### src/rtl/wbuf_kernel_loader_if.sv
// Bus bundle between the kernel loader, its controller, the weight SRAM and the weight FIFO.
// The loader connects through the slave modport; the controller/SRAM/FIFO side uses master.
interface wbuf_kernel_loader_if #(
  parameter int DW   = 32,
  parameter int AW   = 16,
  parameter int CH_W = 10
);
  logic            start;
  logic [AW-1:0]   base_addr;
  logic [CH_W-1:0] num_ch;
  logic            kern_req;
  logic            busy;
  logic            done;
  logic            sram_ren;
  logic [AW-1:0]   sram_addr;
  logic [DW-1:0]   sram_rdata;
  logic            fifo_full;
  logic            fifo_wvalid;
  logic [DW-1:0]   fifo_wdata;
  logic            kern_last;

  modport slave (
    input  start, base_addr, num_ch, kern_req, sram_rdata, fifo_full,
    output busy, done, sram_ren, sram_addr, fifo_wvalid, fifo_wdata, kern_last
  );

  modport master (
    output start, base_addr, num_ch, kern_req, sram_rdata, fifo_full,
    input  busy, done, sram_ren, sram_addr, fifo_wvalid, fifo_wdata, kern_last
  );
endinterface

### src/rtl/wbuf_kernel_loader.sv
// Streams depthwise kernels from weight SRAM into the weight FIFO, one kernel per kern_req.
// SRAM returns are caught in a small skid buffer so fifo_full never loses or repeats a word.
//
//  state      | meaning
//  S_IDLE     | waiting for start
//  S_FETCH    | issuing the KK reads of the current kernel
//  S_DRAIN    | waiting for in-flight reads and skid to empty
//  S_WAIT_REQ | kernel delivered, waiting for downstream kern_req
//  S_DONE     | all kernels written; done pulse follows
module wbuf_kernel_loader #(
  parameter int DW     = 32,
  parameter int AW     = 16,
  parameter int KSIZE  = 3,
  parameter int RD_LAT = 1,
  parameter int CH_W   = 10
) (
  input logic                  clk,
  input logic                  rst_n,
  wbuf_kernel_loader_if.slave  ldr_if
);
  localparam int KK = KSIZE * KSIZE;
  localparam int SD = RD_LAT + 1;
  localparam int IW = (KK > 1) ? $clog2(KK) : 1;
  localparam int PW = $clog2(SD);
  localparam int CW = $clog2(SD + 1);

  typedef enum logic [2:0] {S_IDLE, S_FETCH, S_DRAIN, S_WAIT_REQ, S_DONE} state_t;

  state_t          state_q, state_d;
  logic [AW-1:0]   addr_q, addr_d;
  logic [CH_W-1:0] ch_q, ch_d, nch_q, nch_d;
  logic [IW-1:0]   idx_q, idx_d;
  logic            req_q, req_d;
  logic            done_q;

  logic [RD_LAT-1:0] rd_pipe_q, last_pipe_q;
  logic [DW-1:0]     sk_data_q [SD];
  logic [SD-1:0]     sk_last_q;
  logic [PW-1:0]     wp_q, rp_q;
  logic [CW-1:0]     cnt_q;

  logic          ren, issue_ok, issue_last, push, pop, drained, last_kern, go_req;
  logic [CW-1:0] in_flight;

  assign push       = rd_pipe_q[RD_LAT-1];
  assign pop        = (cnt_q != '0) && !ldr_if.fifo_full;
  assign issue_last = (idx_q == IW'(KK - 1));
  assign drained    = (cnt_q == '0) && (rd_pipe_q == '0);
  assign last_kern  = ((ch_q + CH_W'(1)) == nch_q);
  assign go_req     = req_q || ldr_if.kern_req;

  always_comb begin
    in_flight = '0;
    for (int i = 0; i < RD_LAT; i++) in_flight = in_flight + CW'(rd_pipe_q[i]);
  end

  // A word popped this cycle frees its slot in time for a read issued now.
  assign issue_ok = (int'(cnt_q) + int'(in_flight) - int'(pop)) < SD;

  always_comb begin
    state_d = state_q;
    addr_d  = addr_q;
    ch_d    = ch_q;
    nch_d   = nch_q;
    idx_d   = idx_q;
    req_d   = req_q;
    ren     = 1'b0;
    if (state_q != S_IDLE && ldr_if.kern_req) req_d = 1'b1;
    case (state_q)
      S_IDLE: begin
        if (ldr_if.start && !done_q) begin
          nch_d   = ldr_if.num_ch;
          addr_d  = ldr_if.base_addr;
          ch_d    = '0;
          idx_d   = '0;
          req_d   = 1'b0;
          state_d = (ldr_if.num_ch == '0) ? S_DONE : S_FETCH;
        end
      end
      S_FETCH: begin
        if (issue_ok) begin
          ren    = 1'b1;
          addr_d = addr_q + AW'(1);
          if (issue_last) begin
            idx_d   = '0;
            state_d = S_DRAIN;
          end else begin
            idx_d = idx_q + IW'(1);
          end
        end
      end
      S_DRAIN: begin
        if (drained) begin
          if (last_kern) begin
            state_d = S_DONE;
          end else if (go_req) begin
            state_d = S_FETCH;
            ch_d    = ch_q + CH_W'(1);
            req_d   = 1'b0;
          end else begin
            state_d = S_WAIT_REQ;
          end
        end
      end
      S_WAIT_REQ: begin
        if (go_req) begin
          state_d = S_FETCH;
          ch_d    = ch_q + CH_W'(1);
          req_d   = 1'b0;
        end
      end
      S_DONE:  state_d = S_IDLE;
      default: state_d = S_IDLE;
    endcase
  end

  always_ff @(posedge clk) begin
    if (!rst_n) begin
      state_q     <= S_IDLE;
      addr_q      <= '0;
      ch_q        <= '0;
      nch_q       <= '0;
      idx_q       <= '0;
      req_q       <= 1'b0;
      done_q      <= 1'b0;
      rd_pipe_q   <= '0;
      last_pipe_q <= '0;
      wp_q        <= '0;
      rp_q        <= '0;
      cnt_q       <= '0;
      sk_last_q   <= '0;
      for (int i = 0; i < SD; i++) sk_data_q[i] <= '0;
    end else begin
      state_q <= state_d;
      addr_q  <= addr_d;
      ch_q    <= ch_d;
      nch_q   <= nch_d;
      idx_q   <= idx_d;
      req_q   <= req_d;
      done_q  <= (state_q == S_DONE);
      // Each read carries its kern_last tag down the latency pipe alongside its valid bit.
      rd_pipe_q[0]   <= ren;
      last_pipe_q[0] <= ren && issue_last;
      for (int i = 1; i < RD_LAT; i++) begin
        rd_pipe_q[i]   <= rd_pipe_q[i-1];
        last_pipe_q[i] <= last_pipe_q[i-1];
      end
      if (push) begin
        sk_data_q[wp_q] <= ldr_if.sram_rdata;
        sk_last_q[wp_q] <= last_pipe_q[RD_LAT-1];
        wp_q            <= (wp_q == PW'(SD - 1)) ? '0 : wp_q + PW'(1);
      end
      if (pop) rp_q <= (rp_q == PW'(SD - 1)) ? '0 : rp_q + PW'(1);
      cnt_q <= cnt_q + CW'(push) - CW'(pop);
    end
  end

  assign ldr_if.busy        = (state_q != S_IDLE) || done_q;
  assign ldr_if.done        = done_q;
  assign ldr_if.sram_ren    = ren;
  assign ldr_if.sram_addr   = addr_q;
  assign ldr_if.fifo_wvalid = pop;
  assign ldr_if.fifo_wdata  = sk_data_q[rp_q];
  assign ldr_if.kern_last   = pop && sk_last_q[rp_q];
endmodule

### src/flat_wrapper.sv
// flat-port wrapper written by rule: the top's interface ports become plain ports
module wbuf_kernel_loader_flat 
#(
  parameter int DW     = 32,
  parameter int AW     = 16,
  parameter int KSIZE  = 3,
  parameter int RD_LAT = 1,
  parameter int CH_W   = 10
)
  (clk, rst_n, ldr_if_start, ldr_if_base_addr, ldr_if_num_ch, ldr_if_kern_req, ldr_if_sram_rdata, ldr_if_fifo_full, ldr_if_busy, ldr_if_done, ldr_if_sram_ren, ldr_if_sram_addr, ldr_if_fifo_wvalid, ldr_if_fifo_wdata, ldr_if_kern_last);
  wbuf_kernel_loader_if #(.DW(DW), .AW(AW), .CH_W(CH_W)) ldr_if_i ();
  input logic clk;
  input logic rst_n;
  input wire logic [$bits(ldr_if_i.start)-1:0] ldr_if_start;
  input wire logic [$bits(ldr_if_i.base_addr)-1:0] ldr_if_base_addr;
  input wire logic [$bits(ldr_if_i.num_ch)-1:0] ldr_if_num_ch;
  input wire logic [$bits(ldr_if_i.kern_req)-1:0] ldr_if_kern_req;
  input wire logic [$bits(ldr_if_i.sram_rdata)-1:0] ldr_if_sram_rdata;
  input wire logic [$bits(ldr_if_i.fifo_full)-1:0] ldr_if_fifo_full;
  output wire logic [$bits(ldr_if_i.busy)-1:0] ldr_if_busy;
  output wire logic [$bits(ldr_if_i.done)-1:0] ldr_if_done;
  output wire logic [$bits(ldr_if_i.sram_ren)-1:0] ldr_if_sram_ren;
  output wire logic [$bits(ldr_if_i.sram_addr)-1:0] ldr_if_sram_addr;
  output wire logic [$bits(ldr_if_i.fifo_wvalid)-1:0] ldr_if_fifo_wvalid;
  output wire logic [$bits(ldr_if_i.fifo_wdata)-1:0] ldr_if_fifo_wdata;
  output wire logic [$bits(ldr_if_i.kern_last)-1:0] ldr_if_kern_last;
  assign ldr_if_i.start = ldr_if_start;
  assign ldr_if_i.base_addr = ldr_if_base_addr;
  assign ldr_if_i.num_ch = ldr_if_num_ch;
  assign ldr_if_i.kern_req = ldr_if_kern_req;
  assign ldr_if_i.sram_rdata = ldr_if_sram_rdata;
  assign ldr_if_i.fifo_full = ldr_if_fifo_full;
  assign ldr_if_busy = ldr_if_i.busy;
  assign ldr_if_done = ldr_if_i.done;
  assign ldr_if_sram_ren = ldr_if_i.sram_ren;
  assign ldr_if_sram_addr = ldr_if_i.sram_addr;
  assign ldr_if_fifo_wvalid = ldr_if_i.fifo_wvalid;
  assign ldr_if_fifo_wdata = ldr_if_i.fifo_wdata;
  assign ldr_if_kern_last = ldr_if_i.kern_last;
  wbuf_kernel_loader #(.DW(DW), .AW(AW), .KSIZE(KSIZE), .RD_LAT(RD_LAT), .CH_W(CH_W)) u_core (.clk(clk), .rst_n(rst_n), .ldr_if(ldr_if_i));
endmodule
### config.mk
export PLATFORM = sky130hd
export DESIGN_NAME = wbuf_kernel_loader_flat
export DESIGN_NICKNAME = d
export VERILOG_FILES = /design/src/rtl/wbuf_kernel_loader_if.sv /design/src/rtl/wbuf_kernel_loader.sv /design/src/flat_wrapper.sv
export SDC_FILE = /design/constraint.sdc
export NUM_CORES = 1
export LEC_CHECK = 0
export ABC_AREA = 1
export CAP_MARGIN = 30
export CORE_MARGIN = 3
export CORE_UTILIZATION = 40
export CTS_CLUSTER_DIAMETER = 120
export DETAILED_ROUTE_END_ITERATION = 8
export GPL_TIMING_DRIVEN = 0
export RECOVER_POWER = 100
export SYNTH_ARGS = -nofsm -noshare
export SYNTH_HDL_FRONTEND = slang
export SYNTH_SLANG_ARGS = --single-unit
### constraint.sdc
create_clock -name clk -period 3.2 [get_ports clk]
set_clock_uncertainty 0.15 [all_clocks]
set_input_delay 0.8 -clock clk [delete_from_list [all_inputs] [get_ports clk]]
set_output_delay 0.8 -clock clk [all_outputs]
set_load 0.02 [all_outputs]
## After elaboration in Yosys (flattened, before gate mapping)

Memory sizes are Yosys's and may differ from the RTL's. A register that Yosys moved wholly into a read port is not among the register bits.
Index checks and enable logic that the tools add are counted.
W data, S select, Z words.

| operators by class | value |
|---|---|
| $add $sub $neg | 9 |
| bitwise logic cells | 1 |
| reduce and logical (&&, ||, !) cells | 23 |
| $lt $le $gt $ge | 4 |
| muxes and demuxes | 45 |
| eq/ne operators | 12 |

Operator list:

| kind | number |
|---|---|
| $mux W10 | 4 |
| $lt A32 B3 Y1 const B | 1 |
| $mux W16 | 2 |
| $mux W32 | 1 |
| $pmux W16 S2 | 1 |
| $reduce_or A32 Y1 | 1 |
| $sub A32 B2 Y32 | 1 |
| $pmux W10 S3 | 1 |
| $mux W3 | 7 |
| $mux W1 | 20 |
| $add A16 B1 Y16 const B | 1 |
| $mux W4 | 3 |
| $pmux W3 S4 | 1 |
| $add A10 B1 Y10 const B | 1 |
| $eq A10 B10 Y1 | 1 |
| $logic_not A10 Y1 | 1 |
| $ne A2 B1 Y1 const B | 5 |
| $pmux W4 S2 | 1 |
| $logic_and A1 B1 Y1 | 7 |
| $eq A3 B2 Y1 const B | 2 |
| $reduce_bool A3 Y1 | 2 |
| $reduce_and A5 Y1 | 1 |
| $add A4 B1 Y4 const B | 1 |
| $eq A4 B4 Y1 const B | 1 |
| other kinds (22) | 27 |

| word-level totals | value |
|---|---|
| bits in writable memories | 64 |
| bits of input ports | 63 |
| register bits | 53 |
| memories kept | 1 |

Memory list:

| memory | depth | bits a word | rd ports | clocked after memory_dff | wr ports | RTL line | text |
|---|---|---|---|---|---|---|---|
| u_core.sk_data_q | 2 | 32 | 1 | 1 | 2 | wbuf_kernel_loader.sv:37 | `logic [DW-1:0] sk_data_q [SD];` |

## Longest topological paths before layout

Gate-level depths: netlist of run 1.

| depth | value |
|---|---|
| word-level depth | 7 |
| gate-level depth with buffers | 17 |

## Worst setup path after synthesis of run 1

No wires, ideal clock.

| timing | value |
|---|---|
| kind | input port to output port |
| from | input ldr_if_fifo_full |
| to | output ldr_if_sram_ren |
| stages | 8 |
| arrival | 1.992 ns |
| data required time | 2.250 ns |
| setup slack | 0.258 ns |
| path through | a21oi_4 -> inv_1 -> nor2_1 -> fa_1 -> inv_1 -> o21ai_0 -> inv_1 -> nor2_1 |

| on the way | value |
|---|---|
| cells in the longest elaborated chain, start to end | 6 |

Ends and longest elaborated chain:

| what | RTL line | text |
|---|---|---|
| start: declaration | flat_wrapper.sv:19 | `input wire logic [$bits(ldr_if_i.fifo_full)-1:0] ldr_if_fifo_full;` |
| $logic_not A1 Y1 | wbuf_kernel_loader.sv:46 | `assign pop = (cnt_q != '0) && !ldr_if.fifo_full;` |
| $logic_and A1 B1 Y1 | wbuf_kernel_loader.sv:46 |  |
| $sub A32 B2 Y32 | wbuf_kernel_loader.sv:58 | `assign issue_ok = (int'(cnt_q) + int'(in_flight) - int'(pop)) < SD;` |
| $lt A32 B3 Y1 | wbuf_kernel_loader.sv:58 |  |
| $mux W1 | wbuf_kernel_loader.sv:81 | `if (issue_ok) begin` |
| $mux W1 | wbuf_kernel_loader.sv:69 | `case (state_q)` |
| end: declaration | flat_wrapper.sv:22 | `output wire logic [$bits(ldr_if_i.sram_ren)-1:0] ldr_if_sram_ren;` |

Every way passes these cells.

## Final worst setup path of run 1

| timing | value |
|---|---|
| from | input ldr_if_fifo_full |
| to | output ldr_if_kern_last |

| on the way | value |
|---|---|
| cells in the longest elaborated chain, start to end | 3 |

Ends and longest elaborated chain:

| what | RTL line | text |
|---|---|---|
| $logic_not A1 Y1 | wbuf_kernel_loader.sv:46 |  |
| $logic_and A1 B1 Y1 | wbuf_kernel_loader.sv:46 |  |
| $logic_and A1 B1 Y1 | wbuf_kernel_loader.sv:164 | `assign ldr_if.kern_last = pop && sk_last_q[rp_q];` |
| end: declaration | flat_wrapper.sv:26 | `output wire logic [$bits(ldr_if_i.kern_last)-1:0] ldr_if_kern_last;` |

Every way passes these cells.

==> impl_metrics.tcl, run 1 <==
set metrics [dict create \
    yosysMostFrequentCell "nor2_1" \
    min_period_ns 3.09 \
    yosys_warnings 0 \
    ys_types 38 \
    die_x_um 127 \
    synth_ff_type "edfxtp_1" \
    worstPathRequired_ns 2.25 \
    synth_cells 700 \
    first_iter_violations 440 \
    p_clk_share_pct 27.9 \
    hp-class "register to register" \
    cts.path.max_buffers 2 \
    max_freq_mhz 323 \
    clkLatencyLatePin_ns 0.41 \
    fin_cells 1028 \
    ys_ff_latch 118 \
    synth.yosys.seq_area_share_pct 50.9 \
    end_kind "output pin" \
    nets 909 \
    num-fill-cells 1335 \
    netlist_area_um2 5900 \
    p_switching_mw 2.24 \
    cts_tree "done" \
    arrival_ns 2.14 \
    area_growth_pct 33.2 \
    cts_root_buffer "clkbuf_16" \
    wl_per_cell_um 14.0 \
    dpl.hpwl_um 10200 \
    initial_core_util_pct 41.7 \
    first_global_vias 4952 \
    period_share_pct 96.7 \
    grt_setup_unrepaired "yes" \
    outcome "finished, final reports clean" \
    ios 116 \
    power_density_nw_per_um2 781 \
    finalSetupViolCount 0 \
    crit_type "primary input to output pin" \
    placed_area_um2 7280 \
    synthArstFlopShare_pct 0 \
    max_slew_margin_pct 44.7 \
    tritoncts.num_buffers 17 \
    grt_max_degree 34 \
    synth_edf_count 64 \
    dp_cells 995 \
    clk_pin_slew_ns 0.05 \
    syn_nets 774 \
    yosysTopAreaCell "edfxtp_1" \
    grt.total_usage_pct 18.3 \
    worst_slack_ns 0.107 \
    antenna_left 0 \
    core_area_um2 14100 \
    drc 0 \
    p_leak_nw 3.31 \
    start_kind "primary input" \
    drive_above_1_share_pct 11.2 \
    antenna_cells 0 \
    p_int_mw 3.90 \
    setup_tns_ns 0 \
    wl_um 14400 \
    fin_area_um2 7860 \
    netlist_top_cells_area "edfxtp_1 (33%), dfxtp_1 (18%), nor2_1 (9.1%)" \
    portBuffers 115 \
    viasPerCell 4.93 \
    grt_overflow 0 \
    gp_congestion 0.843 \
    fp-row-count 43 \
    die_h_um 127 \
    grt_pass1_wl_um 23500 \
    cts_sinks 118 \
    first_pass_iters 6 \
    vias 5064 \
    crit_path_max_fanout 8 \
    place_ws_ns -0.844 \
    die_area_um2 16200 \
    ys_top_cells_by_count "nor2_1 (143), nand2_1 (124), inv_1 (86)" \
    power_switching_share_pct 36.4 \
    peakVddDrop_mv 0.360 \
    antenna_found_initial 0 \
    synth_area_per_cell_um2 8.43 \
    maxCapViolations 0 \
    h-tree-depth 4 \
    comb_power_share_pct 37.5 \
    final_core_util_pct 55.5 \
    drv_slew 0 \
    synth_top_area_share_pct 32.6 \
    final_hold_viol_count 0 \
    worst_slew_pin_slew_ns 0.827 \
    power_frac_seq_pct 34.6 \
]
critical path, stage by stage:
cell and delay (ns):
dlygate4sd2_1 0.28, a21oi_4 0.13, buf_4 0.18, nand2_1 0.06
inv_1 0.05, clkdlybuf4s50_1 0.64
path summary, 6_finish.rpt:
path | start | to | slack (ns) | cells after the start
setup / recovery | ldr_if_fifo_full | ldr_if_kern_last | 0.11 | 6
setup reg to reg | u_core.cnt_q[0]$_SDFF_PN0_ | u_core.ldr_if.sram_addr[0]$_SDFFE_PN0P_ | 0.69 | 16
hold reg to reg | u_core.nch_q[2]$_SDFFE_PN0P_ | u_core.nch_q[2]$_SDFFE_PN0P_ | 0.32 | 2
hold / removal | u_core.nch_q[2]$_SDFFE_PN0P_ | u_core.nch_q[2]$_SDFFE_PN0P_ | 0.32 | 2
cell usage in the layout, fill, tap and decap left out, drive strengths merged, types with 2 or more instances in the layout:
cell type	n
edfxtp	64
nor2	147
a31oi	7
nand3b	6
clkdlybuf4s50	95
dlygate4sd3	18
clkinv	9
ha	10
nor4	4
o211ai	2
xnor2	3
a211oi	2
nand2	126
clkbuf	37
mux2	32
clkinvlp	2
o21ai	37
a21oi	31
nor3	8
xor2	5
nand3	33
or2	2
buf	11
inv	90
dfxtp	54
nand4	5
layer usage:
| metal | wire [um] | vias to the layer above | GRT usage (%) | part of all wire [%] |
|---|---|---|---|---|
| li1 | - | 2554 | - | - |
| met1 | 6420 | 2321 | 23.1 | 45 |
| met2 | 6860 | 175 | 30.5 | 48 |
| met3 | 969 | 14 | 4.93 | 6.7 |
| met4 | 142 | 0 | 5.74 | 0.99 |
| met5 | 0 | - | 0 | 0 |
state kept, by name, indices dropped and copies added (netlist names), named ones only:
register,count
u_core.ch_q,10
u_core.cnt_q,2
u_core.idx_q,4
u_core.last_pipe_q,1
u_core.ldr_if.done,1
u_core.ldr_if.sram_addr,16
u_core.nch_q,10
u_core.push,1
u_core.req_q,1
u_core.rp_q,1
u_core.sk_data_q,64
u_core.sk_last_q,2
u_core.state_q,3
u_core.wp_q,1
power groups by stage:
| stage | registers [mW] | clock network (mW) | logic, mW |
|---|---|---|---|
| after global routing | 2.16 | 1.83 | 2.58 |
| final | 2.12 | 1.71 | 2.30 |
| after CTS | 2.12 | 1.75 | 2.33 |
| after global placement | 2.14 | 0 | 2.27 |
| after detailed placement | 2.15 | 0 | 2.30 |
| after floorplan | 2.18 | 0 | 1.44 |
cells by family (layout without fill, tap and decap cells):
kind of cell | Yosys count | count (layout) | synth area share (%)
AND/OR/NAND/NOR | 332 | 332 | 23.7
adder cells (fa/ha/maj) | 11 | 11 | 2.46
AO/OA/AOI/OAI | 83 | 83 | 7.76
multiplexers | 32 | 32 | 6.11
XOR/XNOR | 8 | 8 | 1.19
buffers and inverters | 116 | 264 | 7.87
flip-flops | 118 | 118 | 50.9
cell type report:
type                    instances  area [um^2]  area share, %
well taps                     180          225           2.87
inverters                      90          338           4.30
flip-flops and latches        118         3010           38.3
clock buffers                  20          447           5.68
repair buffers                117         1170           14.8
multi-input cells             466         2450           31.2
clock inverters                12         87.6           1.11
plain buffers                  25          134           1.70
repair_timing:
item                                    in CTS  in global routing
gates resized for setup                     15                  8
hold endpoints to repair                     0                  0
buffers inserted                             1                  1
endpoints found under the setup margin      33                 12
hold buffers                                 0                  0
pin swaps                                    0                  0
stage by stage:
| stage | power [mW] | hold WS (ns) |
|---|---|---|
| 3_5_place_dp | 4.44 | 0.316 |
| 4_1_cts | 6.19 | 0.324 |
| 3_3_place_gp | 4.40 | 0.307 |
| 6_report | 6.14 | 0.321 |
| 2_1_floorplan | 3.63 | 0.294 |
| 5_1_grt | 6.57 | 0.363 |
(Power assumes the default switching activity.)
==> inputs of run 2 (changes only) <==
--- a/config.mk
+++ b/config.mk
@@ -11,6 +11,7 @@
 export CORE_UTILIZATION = 40
 export CTS_CLUSTER_DIAMETER = 120
 export DETAILED_ROUTE_END_ITERATION = 8
+export DONT_BUFFER_PORTS = 1
 export GPL_TIMING_DRIVEN = 0
 export RECOVER_POWER = 100
 export SYNTH_ARGS = -nofsm -noshare
==> constraint.sdc (replaced) <==
create_clock -name clk -period 4 [get_ports clk]
set_clock_uncertainty 0.15 [all_clocks]
set_input_delay 1 -clock clk [delete_from_list [all_inputs] [get_ports clk]]
set_output_delay 1 -clock clk [all_outputs]
set_load 0.02 [all_outputs]
==> impl_metrics.tcl, run 2 (synthesis gave the netlist of run 1 again) <==
set metrics [dict create \
    largest_reg_flops 64 \
    outcome "finished, violations left" \
    crit_path_cell_trace "a21oi_4 > inv_1 > nor2_1 > fa_1 > inv_1 > o21ai_0 > inv_1 > nor2_1" \
    die_area_um2 16200 \
    cts_root_buffer "clkbuf_16" \
    clkLatencyLatePin_ns 0.41 \
    fin_area_um2 6650 \
    hp-start "u_core.nch_q[4]$_SDFFE_PN0P_" \
    cts_sinks 118 \
    core_area_um2 14100 \
    cts_tree "done" \
    finalPower_mw 4.64 \
    wl_um 13900 \
    grt_setup_unrepaired "no" \
    crit_type "primary input to output pin" \
    placed_area_um2 6130 \
    finalSetupViolCount 0 \
    max_slew_margin_pct -2.53 \
    r2r-end "u_core.idx_q[0]$_SDFFE_PN0P_" \
    area_growth_pct 12.6 \
    drc 0 \
    drive_above_1_share_pct 5.46 \
    postCtsSetupBuffers 0 \
    h-tree-depth 4 \
    die_h_um 127 \
    dpl.hpwl_um 9860 \
    worst_slew_pin_slew_ns 1.53 \
    cts_resized 0 \
    layout_commonest_cell "nor2_1" \
    worstPathRequired_ns 2.85 \
    rr_worst_depth 16 \
    first_iter_violations 284 \
    antenna_left 0 \
    max_freq_mhz 276 \
    final_hold_viol_count 0 \
    r2r-start "u_core.cnt_q[1]$_SDFF_PN0_" \
    hold_end "u_core.nch_q[4]$_SDFFE_PN0P_" \
    grt_max_degree 34 \
    cp_slowest_cell "nor2_1" \
    arrival_ns 2.47 \
    ios 116 \
    first_pass_iters 4 \
    whs_ns 0.318 \
    drv_slew 68 \
    grt_overflow 0 \
    peakVddDrop_mv 0.290 \
    crit_top_cell "inv_1" \
    setup_tns_ns 0 \
    critPathMaxStageDelay_ns 0.40 \
    portBuffers 0 \
    critPathBufInv 3 \
    maxCapViolations 2 \
    clk_pin_slew_ns 0.05 \
    wl_per_cell_um 15.2 \
    power_density_nw_per_um2 698 \
    fp-row-count 43 \
    gp_congestion 0.820 \
    first_global_vias 4586 \
    antenna_cells 0 \
    cts_hold_buffers 0 \
    nets 793 \
    grt_pass1_wl_um 22000 \
    start_kind "primary input" \
    layout_common_cells "nor2_1 (145), nand2_1 (124), inv_1 (87)" \
    p_leak_nw 2.82 \
    r2r_setup_slack_ns 0.79 \
    antenna_found_initial 0 \
    hold_depth 2 \
    dp_cells 880 \
    vias 4724 \
    critical_path.top_delay_family "simple AND/OR/NAND/NOR gates" \
    initial_core_util_pct 41.7 \
    fin_cells 912 \
    period_share_pct 90.4 \
    violations "capacitance limit, slew limit" \
    hp-class "register to register" \
    tritoncts.num_buffers 17 \
    min_period_ns 3.62 \
    die_x_um 127 \
    viasPerCell 5.18 \
    crit_path_max_fanout 9 \
    seq_area_um2 3000 \
    multi_input_area_um2 2410 \
    num-fill-cells 1372 \
    cts.path.max_buffers 2 \
    top_register "u_core.sk_data_q" \
    end_kind "output pin" \
    grt.total_usage_pct 17.2 \
]
## run 2: worst max path at each step
stage                                                 end                       start  cells after the start
floorplan                                 ldr_if_sram_ren            ldr_if_fifo_full                      8
global placement    u_core.sk_data_q[1][18]$_SDFFCE_PN0P_                       rst_n                      3
detailed placement                        ldr_if_sram_ren            ldr_if_fifo_full                      8
CTS                                       ldr_if_sram_ren      u_core.push$_SDFF_PN0_                      9
global route                              ldr_if_sram_ren  u_core.cnt_q[1]$_SDFF_PN0_                      9
finish                                    ldr_if_sram_ren            ldr_if_fifo_full                      8
## run 2: report_power, final
part           switching (mW)  internal [mW]  total, mW  leakage, nW
clock network           0.520          0.965       1.48        0.274
logic                   0.952          0.415       1.37         1.44
registers               0.270           1.52       1.79         1.11
## run 2: worst register-to-register path: cells and delay by family, from the launching register on
kind                     cells  cell delay [ns]
adder cells (fa/ha/maj)      2             0.32
AO/OA/AOI/OAI                3             0.66
AND/OR/NAND/NOR              5             0.49
flip-flops                   1             0.35
buffers and inverters        6             1.18
## run 2: cell type report
| cell class | instances | area share, % |
|---|---|---|
| Multi-Input combinational cell | 466 | 36.2 |
| Buffer | 26 | 1.49 |
| Clock buffer | 20 | 6.57 |
| Clock inverter | 12 | 2.03 |
| Inverter | 90 | 5.08 |
| Sequential cell | 118 | 45.2 |
| Tap cell | 180 | 3.39 |
## run 2: per-layer routing
| metal | wire (um) | track usage (%) | vias up |
|---|---|---|---|
| li1 | - | - | 2324 |
| met1 | 6070 | 20.2 | 2220 |
| met2 | 6600 | 29.3 | 162 |
| met3 | 993 | 5.56 | 18 |
| met4 | 201 | 6.44 | 0 |
| met5 | 0 | 0 | - |
## run 2: through the flow
step	worst slack, ns	util (%)
5_1_grt	0.159	47.0
3_3_place_gp	0.359	43.3
3_5_place_dp	0.369	43.3
2_1_floorplan	0.658	-
6_report	0.383	47.0
4_1_cts	0.363	47.4
==> inputs of run 3 (changes only) <==
--- a/config.mk
+++ b/config.mk
@@ -9,11 +9,13 @@
 export CAP_MARGIN = 30
 export CORE_MARGIN = 3
 export CORE_UTILIZATION = 40
+export CTS_BUF_LIST = sky130_fd_sc_hd__clkbuf_16
 export CTS_CLUSTER_DIAMETER = 120
 export DETAILED_ROUTE_END_ITERATION = 8
 export DONT_BUFFER_PORTS = 1
 export GPL_TIMING_DRIVEN = 0
 export RECOVER_POWER = 100
+export SLEW_MARGIN = 0
 export SYNTH_ARGS = -nofsm -noshare
 export SYNTH_HDL_FRONTEND = slang
 export SYNTH_SLANG_ARGS = --single-unit
==> impl_metrics.tcl, run 3 (synthesis gave the netlist of run 1 again) <==
set metrics [dict create \
    cts_sinks 118 \
    final_hold_viol_count 0 \
    grt_max_degree 34 \
    gp_congestion 0.820 \
    cts_tree "done" \
    setup_tns_ns 0 \
    ios 116 \
    placed_area_um2 6130 \
    wl_um 13900 \
    outcome "finished, violations left" \
    cts.path.max_buffers 2 \
    tritoncts.num_buffers 17 \
    wl_per_cell_um 15.2 \
    path_depth 8 \
    clk_pin_slew_ns 0.05 \
    first_iter_violations 284 \
    die_x_um 127 \
    p_leak_nw 2.83 \
    grt_setup_unrepaired "no" \
    cts_hold_buffers 0 \
    critPathBufInv 3 \
    viasPerCell 5.19 \
    maxCapViolations 2 \
    antenna_found_initial 0 \
    crit_path_max_fanout 9 \
    min_period_ns 3.62 \
    violations "capacitance limit, slew limit" \
    crit_type "primary input to output pin" \
    portBuffers 0 \
    fp-row-count 43 \
    num-fill-cells 1372 \
    start_kind "primary input" \
    critical_path.top_delay_family "simple AND/OR/NAND/NOR gates" \
    antenna_left 0 \
    die_h_um 127 \
    place_ws_ns 0.369 \
    hold_end "u_core.nch_q[4]$_SDFFE_PN0P_" \
    r2r_setup_slack_ns 0.79 \
    drive_above_1_share_pct 5.46 \
    crit_path_cell_trace "a21oi_4 > inv_1 > nor2_1 > fa_1 > inv_1 > o21ai_0 > inv_1 > nor2_1" \
    layout_common_cells "nor2_1 (145), nand2_1 (124), inv_1 (90)" \
    clkLatencyLatePin_ns 0.41 \
    postCtsSetupBuffers 0 \
    dpl.hpwl_um 9860 \
    top_register "u_core.sk_data_q" \
    largest_reg_flops 64 \
    peakVddDrop_mv 0.290 \
    vias 4729 \
    rr_worst_depth 16 \
    antenna_cells 0 \
    arrival_ns 2.47 \
    worst_slew_pin_slew_ns 1.53 \
    h-tree-depth 4 \
    max_freq_mhz 276 \
    grt_overflow 0 \
    final_core_util_pct 47.0 \
    max_slew_margin_pct -2.53 \
    cts_root_buffer "clkbuf_16" \
    hp-class "register to register" \
    crit_top_cell "inv_1" \
    finalSetupViolCount 0 \
    finalPower_mw 4.63 \
    core_area_um2 14100 \
    critPathMaxStageDelay_ns 0.40 \
    area_growth_pct 12.6 \
    layout_commonest_cell "nor2_1" \
    cts_resized 0 \
    r2r-start "u_core.cnt_q[1]$_SDFF_PN0_" \
    r2r-end "u_core.idx_q[0]$_SDFFE_PN0P_" \
    power_density_nw_per_um2 697 \
    hp-start "u_core.nch_q[4]$_SDFFE_PN0P_" \
    first_pass_iters 4 \
    hold_depth 2 \
    grt.total_usage_pct 17.2 \
    multi_input_area_um2 2410 \
    die_area_um2 16200 \
    worstPathRequired_ns 2.85 \
    seq_area_um2 3000 \
    drc 0 \
    initial_core_util_pct 41.7 \
    cp_slowest_cell "nor2_1" \
    worst_slack_ns 0.383 \
    first_global_vias 4586 \
    grt_pass1_wl_um 22000 \
    period_share_pct 90.4 \
    fin_area_um2 6650 \
    end_kind "output pin" \
    drv_slew 68 \
    nets 793 \
]
==> run 3: cell types whose count changed in the layout (fill, tap and decap cells not counted), sizes merged <==
cell	delta
inv	+3
clkbuf	-3
==> run 3: per-stage QoR <==
stage | hold WS (ns) | std cells
6_report | 0.318 | 912
3_5_place_dp | 0.316 | 880
4_1_cts | 0.324 | 912
5_1_grt | 0.348 | 912
3_3_place_gp | 0.307 | 880
2_1_floorplan | 0.294 | 700
==> run 3: tightest hold or removal path: stages (launching register included) <==
cell     delay [ns]
dfxtp_1        0.30
inv_1          0.06
a21oi_1        0.05
==> run 3: cell type report <==
class                   count  share of cell area, %
flip-flops and latches    118                   45.2
clock inverters            15                   2.20
multi-input cells         466                   36.2
plain buffers              26                   1.49
well taps                 180                   3.39
inverters                  90                   5.08
clock buffers              17                   6.40
==> run 3: report_power, final <==
| part | switching [mW] | leakage [nW] | internal, mW |
|---|---|---|---|
| registers | 0.270 | 1.11 | 1.52 |
| clock network | 0.522 | 0.286 | 0.957 |
| logic | 0.951 | 1.44 | 0.415 |
==> run 3: worst max-delay path by stage <==
| stage | start | endpoint | slack, ns |
|---|---|---|---|
| floorplan | ldr_if_fifo_full | ldr_if_sram_ren | 0.66 |
| global placement | rst_n | u_core.sk_data_q[1][18]$_SDFFCE_PN0P_ | 0.36 |
| detailed placement | ldr_if_fifo_full | ldr_if_sram_ren | 0.37 |
| CTS | u_core.push$_SDFF_PN0_ | ldr_if_sram_ren | 0.36 |
| global route | u_core.cnt_q[1]$_SDFF_PN0_ | ldr_if_sram_ren | 0.16 |
| finish | ldr_if_fifo_full | ldr_if_sram_ren | 0.38 |
==> run 3: metal layers <==
layer  wire (um)  vias to the layer above  track usage (%)
met5           0                        -                0
met4         201                        0             6.44
met3         999                       18             5.56
met2        6600                      164             29.3
met1        6070                     2223             20.2
li1            -                     2324                -
